--- src/rtl/hazard_scoreboard_unit.sv ---
// Hazard unit for the 5-stage RISC-V core: forwarding, load-use stall, branch flush,
// multi-cycle long-op stall sequencing with bubble injection, and saturating perf counters.
module hazard_scoreboard_unit #(
    parameter int REG_ADDR_W = 5,
    parameter int LONG_LAT   = 4,
    parameter int CNT_W      = 16
) (
    input  logic                  Clk,
    input  logic                  RstN,
    input  logic [REG_ADDR_W-1:0] Rs1D,
    input  logic [REG_ADDR_W-1:0] Rs2D,
    input  logic [REG_ADDR_W-1:0] Rs1E,
    input  logic [REG_ADDR_W-1:0] Rs2E,
    input  logic [REG_ADDR_W-1:0] RdE,
    input  logic                  ResultSrcE0,
    input  logic                  LongOpE,
    input  logic                  PCSrcE,
    input  logic [REG_ADDR_W-1:0] RdM,
    input  logic                  RegWriteM,
    input  logic [REG_ADDR_W-1:0] RdW,
    input  logic                  RegWriteW,
    input  logic                  ClrCnt,
    output logic                  StallF,
    output logic                  StallD,
    output logic                  StallE,
    output logic                  FlushD,
    output logic                  FlushE,
    output logic                  FlushM,
    output logic [1:0]            ForwardAE,
    output logic [1:0]            ForwardBE,
    output logic                  LongBusy,
    output logic [CNT_W-1:0]      StallCycles,
    output logic [CNT_W-1:0]      FlushCount
);

    localparam logic [3:0]            LAST_CNT = 4'(LONG_LAT - 1);
    localparam logic [REG_ADDR_W-1:0] REG_ZERO = {REG_ADDR_W{1'b0}};
    localparam logic [CNT_W-1:0]      CNT_ZERO = {CNT_W{1'b0}};
    localparam logic [CNT_W-1:0]      CNT_MAX  = {CNT_W{1'b1}};
    localparam logic [CNT_W-1:0]      CNT_ONE  = {{(CNT_W-1){1'b0}}, 1'b1};

    logic [3:0] cnt_r;
    logic       long_done_s;
    logic       long_stall_s;
    logic       lw_stall_s;
    logic       br_flush_s;

    // M stage wins over W when both hold the same destination; x0 is never forwarded.
    function automatic logic [1:0] fwd_sel(
        input logic [REG_ADDR_W-1:0] rs,
        input logic [REG_ADDR_W-1:0] rd_m,
        input logic                  we_m,
        input logic [REG_ADDR_W-1:0] rd_w,
        input logic                  we_w
    );
        logic [1:0] sel;
        if (we_m && (rd_m != REG_ZERO) && (rd_m == rs)) begin
            sel = 2'b10;
        end else if (we_w && (rd_w != REG_ZERO) && (rd_w == rs)) begin
            sel = 2'b01;
        end else begin
            sel = 2'b00;
        end
        return sel;
    endfunction

    // Combinational hazard detection and pipeline control.
    always_comb begin
        long_done_s  = (cnt_r == LAST_CNT);
        long_stall_s = LongOpE && !long_done_s;
        lw_stall_s   = ResultSrcE0 && (RdE != REG_ZERO) &&
                       ((RdE == Rs1D) || (RdE == Rs2D)) && !long_stall_s;
        br_flush_s   = PCSrcE && !long_stall_s;

        StallF    = lw_stall_s | long_stall_s;
        StallD    = lw_stall_s | long_stall_s;
        StallE    = long_stall_s;
        FlushM    = long_stall_s;
        FlushD    = br_flush_s;
        FlushE    = lw_stall_s | br_flush_s;
        LongBusy  = long_stall_s;
        ForwardAE = fwd_sel(Rs1E, RdM, RegWriteM, RdW, RegWriteW);
        ForwardBE = fwd_sel(Rs2E, RdM, RegWriteM, RdW, RegWriteW);
    end

    // Long-op cycle counter: counts while E is held, returns to zero as the op advances.
    always_ff @(posedge Clk) begin
        if (!RstN) begin
            cnt_r <= 4'd0;
        end else if (long_stall_s) begin
            cnt_r <= cnt_r + 4'd1;
        end else begin
            cnt_r <= 4'd0;
        end
    end

    // Saturating performance counters; clear takes priority over counting.
    always_ff @(posedge Clk) begin
        if (!RstN) begin
            StallCycles <= CNT_ZERO;
            FlushCount  <= CNT_ZERO;
        end else if (ClrCnt) begin
            StallCycles <= CNT_ZERO;
            FlushCount  <= CNT_ZERO;
        end else begin
            if (StallF && (StallCycles != CNT_MAX)) begin
                StallCycles <= StallCycles + CNT_ONE;
            end else begin
                StallCycles <= StallCycles;
            end
            if (br_flush_s && (FlushCount != CNT_MAX)) begin
                FlushCount <= FlushCount + CNT_ONE;
            end else begin
                FlushCount <= FlushCount;
            end
        end
    end

endmodule

--- config.mk ---
export PLATFORM = sky130hd
export DESIGN_NAME = hazard_scoreboard_unit
export DESIGN_NICKNAME = d
export VERILOG_FILES = /design/src/rtl/hazard_scoreboard_unit.sv
export SDC_FILE = /design/constraint.sdc
export NUM_CORES = 1
export LEC_CHECK = 0
export ABC_AREA = 0
export CAP_MARGIN = 20
export CORE_UTILIZATION = 47
export DETAILED_ROUTE_END_ITERATION = 7
export HOLD_SLACK_MARGIN = 0.1
export PLACE_DENSITY_LB_ADDON = 0.2
export SLEW_MARGIN = 10
export SYNTH_ARGS = -nofsm -noshare
export SYNTH_HDL_FRONTEND = slang
export SYNTH_SLANG_ARGS = --single-unit
export TNS_END_PERCENT = 100
--- constraint.sdc ---
create_clock -name Clk -period 7.25 [get_ports Clk]
set_input_delay 1.8125 -clock Clk [delete_from_list [all_inputs] [get_ports Clk]]
set_output_delay 1.8125 -clock Clk [all_outputs]
set_load 0.05 [all_outputs]
==> results by stage <==
Timing:
- The final hold violation count is 0.
- The transition time at the pin with the least slew margin is 661.7 ps.
- The final-report max-slew violation count is 0.
- The time the final worst path needs with I/O delays and setup is 6136 ps.
- Setup violations remaining at the end of the flow were counted as 0.
- Of the available clock period, the critical path in the final layout requires 0.8463.
- The total negative setup slack is 0 ps.
- The achievable clock frequency is 163.0 MHz.
- The setup clock skew after layout is 8.656 ps.
- The headroom to the max-slew limit is 0.5579.
- Setup repair after global routing left no endpoint under its margin.
- The minimum hold slack is 457.4 ps.

Placed design:
- The estimated wirelength of the detail-placed design is 4.153 mm.
- The congestion estimate from routability-driven global placement came to 0.9369.
- The count of buffers added on input and output ports is 85.

Drt:
- The first-iteration detailed-routing DRC count is 61.
- After detailed routing, the number of remaining DRC violations is 0.
- In the final routed layout, each cell accounts on average for 13.30 um.
- The wire length reported by the detailed router is 5.241 mm.
- The total via count after detailed routing is 2102.
- The first-pass iteration count of the detailed router is 6.
- The detail route stage leaves a number of antenna-violating nets equal to 0.
- The number of vias per cell after detailed routing is 5.335.

Floorplan:
- Measured along the x axis, the die boundary spans 69.77 um.
- In this run the vertical extent of the chip is 69.77 um.
- After floorplanning, the core was divided into 24 placement rows.
- The initial utilization of the core area, before any placement, comes to 0.4923.
- After floorplanning, the core was sized to cover 4384 um^2.
- During I/O placement, the number of pins put on the boundary was 86.
- The floorplan step defined a die boundary enclosing 4867 um^2.

Synthesis:
- The number of cells produced by synthesis is 258.
- The mapped netlist covers 2158 um^2.
- The count of flip-flops with a built-in enable after synthesis is 0.
- The synthesized flop and latch total is 36.
- Counting flops with an async set or reset pin after synthesis yields a share of 0.
- The most common flop cell mapped by yosys is dfxtp_1.
- The count of unique library cells instantiated by Yosys is 43.
- The Yosys warning count is 0.
- The post-synthesis area per instance is 8.366 um^2.
- Synthesis produced a netlist with a net count of 304.
- The share of the Yosys chip area taken by registers is 0.3339.

Pwr:
- In this run the static leakage power is 1.022 nW.
- The combinational power share is 0.196.
- The net switching power is 0.1120 mW.
- The power after layout is 0.4164 mW.
- The proportion of power drawn by flip-flops and latches is 0.481.
- For this design the ratio of total power to cell area is 134.2 nW/um^2.
- The internal power is 0.3044 mW.
- The peak supply drop is 112.4 uV.
- The share of total power dissipated in the clock network is 0.323.
- The switching share of power is 0.2691.

Clock tree:
- The CTS H-tree depth is 2.
- The clock input transition at the sequential cells of the worst setup and hold paths is 60 ps.
- Gates resized during post-CTS repair numbered 0.
- The clock latency on the worst-skew pair is 290 ps.
- The clock passes through at most 2 buffers.
- The root buffer cell chosen for the clock tree is clkbuf_8.
- The CTS tree is done.
- The total number of clock tree sinks is 36.
- The buffers inserted during post-CTS setup optimization is 0.
- Counting the buffers created by CTS gives 5.
- The count of hold buffers inserted by post-cts repair is 0.

Setup path:
- The highest fanout seen on the critical path is 3.
- STA classifies the critical path startpoint as an input pin.
- STA classifies the critical path endpoint as an output port.
- The worst setup path category is in2out.
- The arrival time at the worst endpoint is 4320 ps.
- The data required time at the worst endpoint is 5440 ps.

Global routing:
- Across every metal layer, demand over resource in global routing totals 0.2238.
- The pin count of the biggest net entering global routing is 18.
- The global-route wire length before repair is 8.735 mm.
- The initial antenna violation count is 0.
- The global-route congestion overflow total is 0.
- The via count of the first global-routing pass is 1948.

Final layout:
- For this run, the post-layout net count is 388.
- The final core utilization is 0.7078.
- The area growth from synthesis to final layout is 43.77%.
- The number of diodes added for antenna fixing is 0.
- The share of layout cells above drive strength 1 is 0.05556.

Min path:
- The tightest min-delay check is of the reg2reg type.

Flow run:
- The max-cap check violation count is 0.

Run status:
- The run finished with clean final reports.
==> logic make-up after synthesis <==
kind of cell	after synthesis	share of synthesized area
xor+xnor	47	0.1907
fa+ha+maj	3	0.01739
simple gates	110	0.2759
buf+inv	19	0.04347
mux	1	0.004638
flops	36	0.3339
compound gates	42	0.1339
==> flip-flops by register name, summed over array words and instances, names as in the netlist <==
signal / flops
FlushCount: 16
StallCycles: 16
cnt_r: 4
==> cells in the mapped netlist (2+ instances only) <==
master / count / area, um^2
dfxtp_1: 36 / 720.7
nand3_1: 17 / 85.08
inv_1: 9 / 33.78
o311ai_1: 2 / 17.52
a2111oi_2: 2 / 30.03
nand4_1: 6 / 37.54
clkbuf_1: 4 / 15.01
and3_1: 4 / 25.02
o21ai_0: 4 / 20.02
nand2_1: 16 / 60.06
o21ai_1: 11 / 55.05
o41ai_1: 3 / 26.28
nor3_2: 2 / 20.02
nand2b_1: 4 / 25.02
o211ai_1: 2 / 15.01
a21oi_1: 11 / 55.05
and4_1: 2 / 17.52
ha_1: 3 / 37.54
nor4_1: 5 / 31.28
xor2_1: 22 / 192.7
or4_1: 7 / 52.55
xnor2_1: 25 / 219.0
buf_4: 4 / 30.03
or3_1: 10 / 62.56
nor2_1: 29 / 108.9
==> routing by layer <==
layer  part of all wire  global-route usage  vias up
met5                  0                   0        -
met4              0.022              0.1022        0
met3              0.048             0.06105       11
met2               0.50              0.3857       46
met1               0.43              0.2559      963
li1                   -                   -     1082
==> layout by cell type (no fill, tap or decap), drive strengths merged, types with 4 or more instances in the layout <==
| cell | synthesis | layout |
|---|---|---|
| a21oi | 13 | 13 |
| and3 | 4 | 4 |
| clkbuf | 4 | 6 |
| clkdlybuf4s50 | 0 | 85 |
| dfxtp | 36 | 36 |
| inv | 10 | 10 |
| nand2 | 16 | 16 |
| nand2b | 4 | 4 |
| nand3 | 18 | 18 |
| nand4 | 6 | 6 |
| nor2 | 29 | 29 |
| nor4 | 5 | 5 |
| o21ai | 15 | 15 |
| or3 | 11 | 11 |
| or4 | 7 | 7 |
| xnor2 | 25 | 25 |
| xor2 | 22 | 22 |
==> final timing paths <==
| check | from | to | slack [ps] | cells past startpoint |
|---|---|---|---|---|
| setup / recovery | RdM[1] | ForwardAE[0] | 1110 | 6 |
| hold reg to reg | cnt_r[0]$_SDFF_PN0_ | cnt_r[0]$_SDFF_PN0_ | 460 | 1 |
| setup reg to reg | StallCycles[0]$_SDFFE_PP0P_ | StallCycles[15]$_SDFFE_PP0P_ | 5160 | 7 |
| hold / removal | cnt_r[0]$_SDFF_PN0_ | cnt_r[0]$_SDFF_PN0_ | 460 | 1 |
==> stage by stage <==
stage	setup slack, ps	std cells	instance area (um^2)
2_1_floorplan	1048	258	2158
3_3_place_gp	1191	387	3025
3_5_place_dp	1102	387	3025
4_1_cts	1115	394	3103
5_1_grt	909.5	394	3103
6_report	1114	394	3103
==> critical path, stage by stage <==
cell             delay, ps
clkdlybuf4s50_1        470
or4_1                  530
o21ai_0                230
nor4_1                 120
nor4_1                 310
clkdlybuf4s50_1        860
==> power groups by stage <==
stage / sequential, mW / combinational, mW / clock (mW)
3_5_place_dp: 0.205 / 0.0819 / 0
5_1_grt: 0.200 / 0.0874 / 0.147
6_report: 0.200 / 0.0818 / 0.134
4_1_cts: 0.200 / 0.0822 / 0.138
2_1_floorplan: 0.207 / 0.0413 / 0
3_3_place_gp: 0.205 / 0.0809 / 0
==> area by class of cell <==
cell class	instances	area [um^2]
Timing Repair Buffer	86	858.3
Inverter	10	37.54
Clock buffer	6	72.57
Fill cell	357	1281
Sequential cell	36	720.7
Clock inverter	1	5.005
Multi-Input combinational cell	203	1344
Tap cell	52	65.06
(Power assumes the default switching activity.)
